`config.mk`:
```
export PLATFORM = sky130hd
export DESIGN_NAME = adc_frame_receiver
export DESIGN_NICKNAME = d
export VERILOG_FILES = /design/src/rtl/adc_frame_receiver.sv
export SDC_FILE = /design/constraint.sdc
export NUM_CORES = 1
export LEC_CHECK = 0
export CORE_UTILIZATION = 54
export DETAILED_ROUTE_END_ITERATION = 7
export HOLD_SLACK_MARGIN = 0.12
export PLACE_DENSITY = 0.83
export SYNTH_ARGS = -nofsm -noshare
export SYNTH_HDL_FRONTEND = slang
export SYNTH_SLANG_ARGS = --single-unit
```
`constraint.sdc`:
```
create_clock -name clk -period 2.65 [get_ports clk]
set_input_delay 0.795 -clock clk [delete_from_list [all_inputs] [get_ports clk]]
set_output_delay 0.795 -clock clk [all_outputs]
set_load 0.005 [all_outputs]
```
`src/rtl/adc_frame_receiver.sv`:
```
// adc_frame_receiver
// Deserialises an oversampled TDM ADC stream (bit clock, frame sync, data)
// into one signed parallel sample per frame plus a single-cycle strobe.
// All ADC pins are synchronised into clk; the ADC bit clock is never used
// as a clock.
// Optional build macro: ADC_FRAME_CHECK_EN enables the frame_err pulse on
// early-sync and missing-sync events; when undefined frame_err is tied low.
module adc_frame_receiver #(
    parameter int DW   = 24,
    parameter int FW   = 64,
    parameter int SLOT = 0
) (
    input  logic                 clk,
    input  logic                 rst_n,
    input  logic                 adc_sclk,
    input  logic                 adc_fs,
    input  logic                 adc_sdata,
    output logic signed [DW-1:0] out,
    output logic                 valid,
    output logic                 frame_err
);

    localparam int            BW      = (FW > 1) ? $clog2(FW) : 1;
    localparam logic [BW-1:0] B_LAST  = BW'(FW - 1);
    localparam logic [BW-1:0] SLOT_LO = BW'(SLOT * DW);
    localparam logic [BW-1:0] SLOT_HI = BW'(SLOT * DW + DW - 1);
    localparam logic [BW:0]   DW_EXT  = (BW+1)'(DW);

    typedef enum logic [0:0] {
        ST_HUNT = 1'b0,
        ST_RUN  = 1'b1
    } state_e;

    // Synchroniser chains; sclk gets a third stage for rise detection.
    logic [2:0]    sclk_sync_q;
    logic [1:0]    fs_sync_q;
    logic [1:0]    sd_sync_q;

    state_e        state_q;
    logic [BW-1:0] b_q;
    logic [DW-1:0] shift_q;

    logic          tick_s;
    logic          fs_s;
    logic          sd_s;
    logic          at_last_s;
    logic          restart_s;
    logic          advance_s;
    logic          missing_s;
    logic [BW-1:0] new_b_s;
    logic [BW-1:0] rel_b_s;
    logic          in_slot_s;
    logic          capture_s;
    logic          word_done_s;
    logic [DW-1:0] shift_next_s;

    // Bring the three asynchronous ADC pins into the clk domain.
    always_ff @(posedge clk or negedge rst_n) begin
        if (!rst_n) begin
            sclk_sync_q <= 3'b000;
            fs_sync_q   <= 2'b00;
            sd_sync_q   <= 2'b00;
        end else begin
            sclk_sync_q <= {sclk_sync_q[1:0], adc_sclk};
            fs_sync_q   <= {fs_sync_q[0], adc_fs};
            sd_sync_q   <= {sd_sync_q[0], adc_sdata};
        end
    end

    assign tick_s    = sclk_sync_q[1] & ~sclk_sync_q[2];
    assign fs_s      = fs_sync_q[1];
    assign sd_s      = sd_sync_q[1];
    assign at_last_s = (b_q == B_LAST);

    // Classify each sclk rise: frame (re)start, ordinary advance, or missing sync.
    always_comb begin
        restart_s = 1'b0;
        advance_s = 1'b0;
        missing_s = 1'b0;
        if (tick_s) begin
            if (fs_s) begin
                restart_s = 1'b1;
            end else if (state_q == ST_RUN) begin
                if (at_last_s) begin
                    missing_s = 1'b1;
                end else begin
                    advance_s = 1'b1;
                end
            end else begin
                advance_s = 1'b0;
            end
        end else begin
            restart_s = 1'b0;
        end
    end

    // Bit index after this tick and whether that bit belongs to the captured slot.
    // A wrapped (negative) offset lands above DW, so bits before the slot are rejected.
    always_comb begin
        if (restart_s) begin
            new_b_s = '0;
        end else begin
            new_b_s = b_q + BW'(1);
        end
        rel_b_s      = new_b_s - SLOT_LO;
        in_slot_s    = ({1'b0, rel_b_s} < DW_EXT);
        capture_s    = (restart_s | advance_s) & in_slot_s;
        word_done_s  = capture_s & (new_b_s == SLOT_HI);
        shift_next_s = {shift_q[DW-2:0], sd_s};
    end

    // Frame FSM, bit counter, slot shift register and registered sample outputs.
    // Restarting the counter at 0 on early sync means a truncated slot can never
    // reach SLOT_HI, so it is discarded without an extra flag.
    always_ff @(posedge clk or negedge rst_n) begin
        if (!rst_n) begin
            state_q <= ST_HUNT;
            b_q     <= '0;
            shift_q <= '0;
            out     <= '0;
            valid   <= 1'b0;
        end else begin
            case (state_q)
                ST_HUNT: begin
                    if (restart_s) begin
                        state_q <= ST_RUN;
                        b_q     <= '0;
                    end else begin
                        state_q <= ST_HUNT;
                        b_q     <= '0;
                    end
                end
                ST_RUN: begin
                    if (missing_s) begin
                        state_q <= ST_HUNT;
                        b_q     <= '0;
                    end else if (restart_s | advance_s) begin
                        state_q <= ST_RUN;
                        b_q     <= new_b_s;
                    end else begin
                        state_q <= ST_RUN;
                        b_q     <= b_q;
                    end
                end
                default: begin
                    state_q <= ST_HUNT;
                    b_q     <= '0;
                end
            endcase

            if (capture_s) begin
                shift_q <= shift_next_s;
            end else begin
                shift_q <= shift_q;
            end

            if (word_done_s) begin
                out   <= $signed(shift_next_s);
                valid <= 1'b1;
            end else begin
                out   <= out;
                valid <= 1'b0;
            end
        end
    end

`ifdef ADC_FRAME_CHECK_EN
    logic early_s;
    assign early_s = restart_s & (state_q == ST_RUN) & ~at_last_s;

    // One-cycle framing error pulse, registered on the same edge as the FSM update.
    always_ff @(posedge clk or negedge rst_n) begin
        if (!rst_n) begin
            frame_err <= 1'b0;
        end else begin
            frame_err <= early_s | missing_s;
        end
    end
`else
    assign frame_err = 1'b0;
`endif

endmodule

```
**Word-level counts from Yosys, hierarchy flattened**

Index checks and enable logic that the tools add are counted.

- Bits in registers: 62
- Bits in latches: 0
- Memory bits (writable): 0
- Bits in read-only memories: 0
- Input bits: 5
- Output and inout bits: 26
- Logic and storage cells: 37
- Memories: 0

- Add/sub/neg operators: 1
- Multiply operators: 0
- Divide/modulo/power cells: 0
- $lt $le $gt $ge: 1
- Eq/ne operators: 3
- Shift-type cells: 0
- Muxes and demuxes: 18
- Bitwise operators: 6
- Reduce and logical (&&, ||, !) cells: 0

Operators with widths:

| cell | count |
|---|---|
| 6-bit two-way mux | 3 |
| 1-bit two-way mux | 13 |
| 6-bit case mux with 2 select lines | 1 |
| 6-bit by 1-bit adder with 6-bit output, second input constant | 1 |
| 6-bit by 5-bit equality test with 1-bit output, second input constant | 1 |
| 6-bit equality test, second input constant | 1 |
| 6-bit by 5-bit < comparator with 1-bit output, second input constant | 1 |
| 1-bit AND | 3 |
| 3-bit by 1-bit != test with 1-bit output, second input constant | 1 |
| 1-bit NOT | 2 |
| 1-bit case mux with 2 select lines | 1 |
| 1-bit OR | 1 |

**Logic depth before layout (Yosys ltp)**

Gate-level depths: netlist (run 1).

- Depth in word-level cells: 9
- Depth in mapped cells: 7
- Depth with buffers taken out: 6

**Least setup slack after synthesis (run 1)**

OpenSTA, ideal clock, no wires.

- Kind: register to register
- Start point: register b_q[0]
- End point: register out[10]
- Setup time: 0.125 ns
- Data arrival time: 2.001 ns
- Required time: 2.525 ns
- Setup slack: 0.524 ns
- Cell stages (with the launch flop): 8
- Period minus slack after synthesis: 2.126 ns
- Cell sequence: dfrtp_1 -> ha_1 -> nand2b_1 -> a22oi_1 -> o21a_1 -> nor4_4 -> buf_6 -> mux2_2

- Word-level cells in the longest chain between the ends: 8
- Elaborated cells between the ends (all ways): 12
- Classes of those cells: add/sub (1); order compare (1); eq/ne (2); mux (5); bitwise (3)

RTL lines:

| item | line | RTL |
|---|---|---|
| start, declared | 40 | `logic [BW-1:0] b_q;` |
| start signal, assigned | 139 | `b_q <= new_b_s;` |
| start signal, assigned | 142 | `b_q <= b_q;` |
| branches (longest 7 deep; another with 6-bit by 1-bit adder with 6-bit output) | -- |  |
| 1-bit AND * | 108 | `word_done_s = capture_s & (new_b_s == SLOT_HI);` |
| end signal, assigned | 158 | `out <= $signed(shift_next_s);` |
| end signal, assigned | 161 | `out <= out;` |
| end, declared | 18 | `output logic signed [DW-1:0] out,` |

Every way passes the cells marked *.
A chain may end at the register's enable or synchronous reset.

**Worst setup path after layout (run 1)**

- Start point: register b_q[0]
- End point: register out[22]

Same word-level chain as after synthesis.

==> summary.txt, run 1 <==
Final layout
  • Ant. Diodes: 0
  • FILL cells: around 310
  • Multi-input combinational cell area: 858 µm²
  • Most common cell after layout, fill and taps aside: dfrtp_1
  • Seq. cell area: 1550 µm²
  • Most frequent cells in the layout: dfrtp_1, mux2_2, clkdlybuf4s50_1, nand2_1, clkbuf_8
  • Fin area: 3030 µm²
  • Share of cells above drive strength 1: 0.321
  • Layout net count: roughly 210
  • Non-filler cells, final: roughly 260
  • Syn-to-layout area delta: 23.0%

STA
  • Final period util: 0.858
  • TNS Setup: 0 ps
  • Final hold violation count: 0
  • Highest clock rate: 0.440 GHz
  • Final setup vio count: 0
  • RSZ-0062 raised after global routing: no
  • Final setup skew: between 8 and 9 ps
  • Post-route minimum period: approximately 2300 ps
  • Final setup margin: 375 ps
  • Max Slew Vio Count: 0

Global routing
  • Pin count of the biggest net entering global routing: 63
  • Vias in the first global route: 1,494
  • Grt ovf: 0
  • Overall Global Routing Usage: 0.204
  • Initial antenna violation count: 0
  • Global-route wire length before repair: 7370 µm

Clocking
  • Buffer count from post-CTS setup fixing: 0
  • Worst-Skew Late Latency: 340 ps
  • Clock-pin slew on the worst setup and hold paths: 60 ps
  • Root Driver: clkbuf_8
  • H-Tree Depth: 3
  • Post-cts resize count: 0
  • CTS tree: built
  • CTS max path bufs: 2
  • Clock Sink Count: 62
  • Hold-fix buffers, CTS: 0
  • Cts bufs inserted: 9

Detailed routing
  • DRT antenna net count: 0
  • Vias: ~1.5k
  • WL final: 4290 µm
  • Via density: ~5.5
  • DR pass1 iterations: 5
  • DRC viols: 0
  • Initial DRC count: 80
  • Routed WL per cell: ~16 µm

Die
  • Initial Util: 0.562
  • Die span in y: between 60 and 70 µm
  • Core Area: 4380 µm²
  • Cell Rows: 24
  • DIE AREA: approximately 4800 µm²
  • Die width: 69.6 µm
  • # IOs: 31

Power
  • Part of the power in registers: 0.505
  • Max VDD drop: 0.000417 V
  • Final Power: 2440 µW
  • Clock Power Share: 0.395
  • Logic pwr share: 0.100
  • Switch Pwr: 561 µW
  • Pwr Density: ~800 nW/µm²
  • Lkg Pwr: 0.00139 µW
  • Internal power: 1870 µW
  • Switching share of power: 0.230

Logic synthesis
  • Part of the Yosys area used for sequential elements: 0.629
  • Post-Syn Area per Cell: between 10 and 15 µm²
  • Synth Cell Area: between 2000 and 2500 µm²
  • Netlist cell types: 30
  • YS warnings: 0
  • Syn_nets: 177
  • Seq cells post-synth: 62
  • Yosys top cell by area: dfrtp_1
  • Post-Syn Instances: 171
  • Synth top area cells: dfrtp_1, mux2_2, nand2_1
  • Yosys top cell area share: 0.629

Worst hold path
  • Hold wc startpoint: fs_sync_q[0]
  • Worst min path class: flip-flop to flip-flop
  • Worst Hold Path EP: fs_sync_q[1]
  • Hold Crit Depth: 0

Run
  • Max-cap viol count: 0

Setup path
  • Critical Path End Type: flip-flop
  • CP max FO: 15
  • Critical Path Max Stage Delay: between 400 and 500 ps
  • Reg-to-reg startpoint: b_q[0]
  • Crit-path cells: ha_1 -> nand2b_1 -> a22oi_1 -> o21a_1 -> nor4_4 -> buf_4 -> mux2_2
  • WP data required: 2860 ps
  • Arr. time, crit path: 2490 ps
  • R2r endpoint: out[22]
  • Setup CP Type: flip-flop to flip-flop
  • Crit path buffers/inverters: 1
  • Top delay family on crit path: flip-flops
  • R2R setup slack: 380 ps
  • Slowest cell on the critical path: dfrtp_1
  • R2r worst-path depth: 7
  • Startpoint types: flip-flop

Placed design
  • DP HPWL: 2740 µm
  • PortBufs: 29
  • Placed cells: 248
  • Area after DPL: between 2000 and 3000 µm²
  • Global placer's final weighted congestion: 0.880
  • Worst slack, placed: 415 ps

Outcome
  • Status: finished clean
## through the flow
step           hold WS [ps]   util
6_report                352  0.692
5_1_grt                 357  0.692
4_1_cts                 353  0.692
3_5_place_dp            346  0.639
3_3_place_gp            332  0.639
2_1_floorplan           331      -
## synth_stat cells
| cell type | n |
|---|---|
| buf_4 | 3 |
| mux2i_1 | 1 |
| a21o_1 | 1 |
| and3_1 | 1 |
| a22oi_1 | 1 |
| buf_6 | 2 |
| nor2_1 | 2 |
| nand3_1 | 5 |
| o21ai_1 | 1 |
| nor2b_1 | 4 |
| o31ai_1 | 1 |
| a21oi_1 | 3 |
| a21boi_0 | 3 |
| nand4_1 | 2 |
| and2_1 | 3 |
| buf_2 | 2 |
| nand2b_1 | 2 |
| nand2_1 | 11 |
| clkbuf_1 | 1 |
| conb_1 | 1 |
| dfrtp_1 | 62 |
| nand3b_1 | 1 |
| or3_1 | 1 |
| ha_1 | 1 |
| nor3_1 | 2 |
| mux2_2 | 47 |
| o21ba_2 | 1 |
| o21ai_0 | 3 |
| o21a_1 | 2 |
| nor4_4 | 1 |
## worst max path at each step
stage,start,to,slack (ps),cells past startpoint
2_1_floorplan,b_q[0],out[10],520,7
3_3_place_gp,b_q[0],out[10],570,7
3_5_place_dp,b_q[0],out[22],410,7
4_1_cts,b_q[0],out[22],400,7
5_1_grt,b_q[0],out[22],230,7
6_report,b_q[0],out[22],380,7
## area by class of cell
class | instances | share of cell area
tap | 52 | 0.0215
sequential | 62 | 0.512
clock inverter | 4 | 0.0314
multi-input combinational | 101 | 0.283
timing repair buffer | 33 | 0.108
clock buffer | 12 | 0.0446
## logic make-up after synthesis
| logic type | after synthesis | synth area share |
|---|---|---|
| flip-flops | 62 | 0.629 |
| multiplexers | 48 | 0.219 |
| AND/OR/NAND/NOR | 35 | 0.0787 |
| AO/OA/AOI/OAI | 16 | 0.0426 |
| buffers and inverters | 8 | 0.0239 |
| adder cells (fa/ha/maj) | 1 | 0.00508 |
| other | 1 | 0.00152 |
## state kept, by name, summed over array words and instances (netlist names)
name	flops
fs_sync_q	2
out	24
shift_q	23
sd_sync_q	2
state_q	1
b_q	6
valid	1
sclk_sync_q	3
## power groups by stage
stage | sequential [µW] | combinational (µW) | clock (µW)
after CTS | 1230 | 248 | 987
after global routing | 1250 | 269 | 1020
after floorplan | 1190 | 207 | 0
final | 1230 | 244 | 962
after detailed placement | 1240 | 244 | 0
after global placement | 1220 | 229 | 0
## metal layers
layer,vias to the layer above,GRT usage,share of wire
met4,0,0.118,0.018
li1,673,-,-
met5,-,0,0
met1,727,0.264,0.45
met2,42,0.309,0.49
met3,10,0.0610,0.044
Note: power is estimated with default switching activity, not from simulation.
==> run 2, diff against run 1 <==
Settings changed: GPL_TIMING_DRIVEN set to 1.
==> results of run 2 <==
Final layout, timing and power as in run 1 (identical DEF).
==> run 3, diff against run 2 <==
Settings changed: ABC_CLOCK_PERIOD_IN_PS set to 2650.
==> results of run 3 <==
Final layout, timing and power as in run 1 (identical DEF).
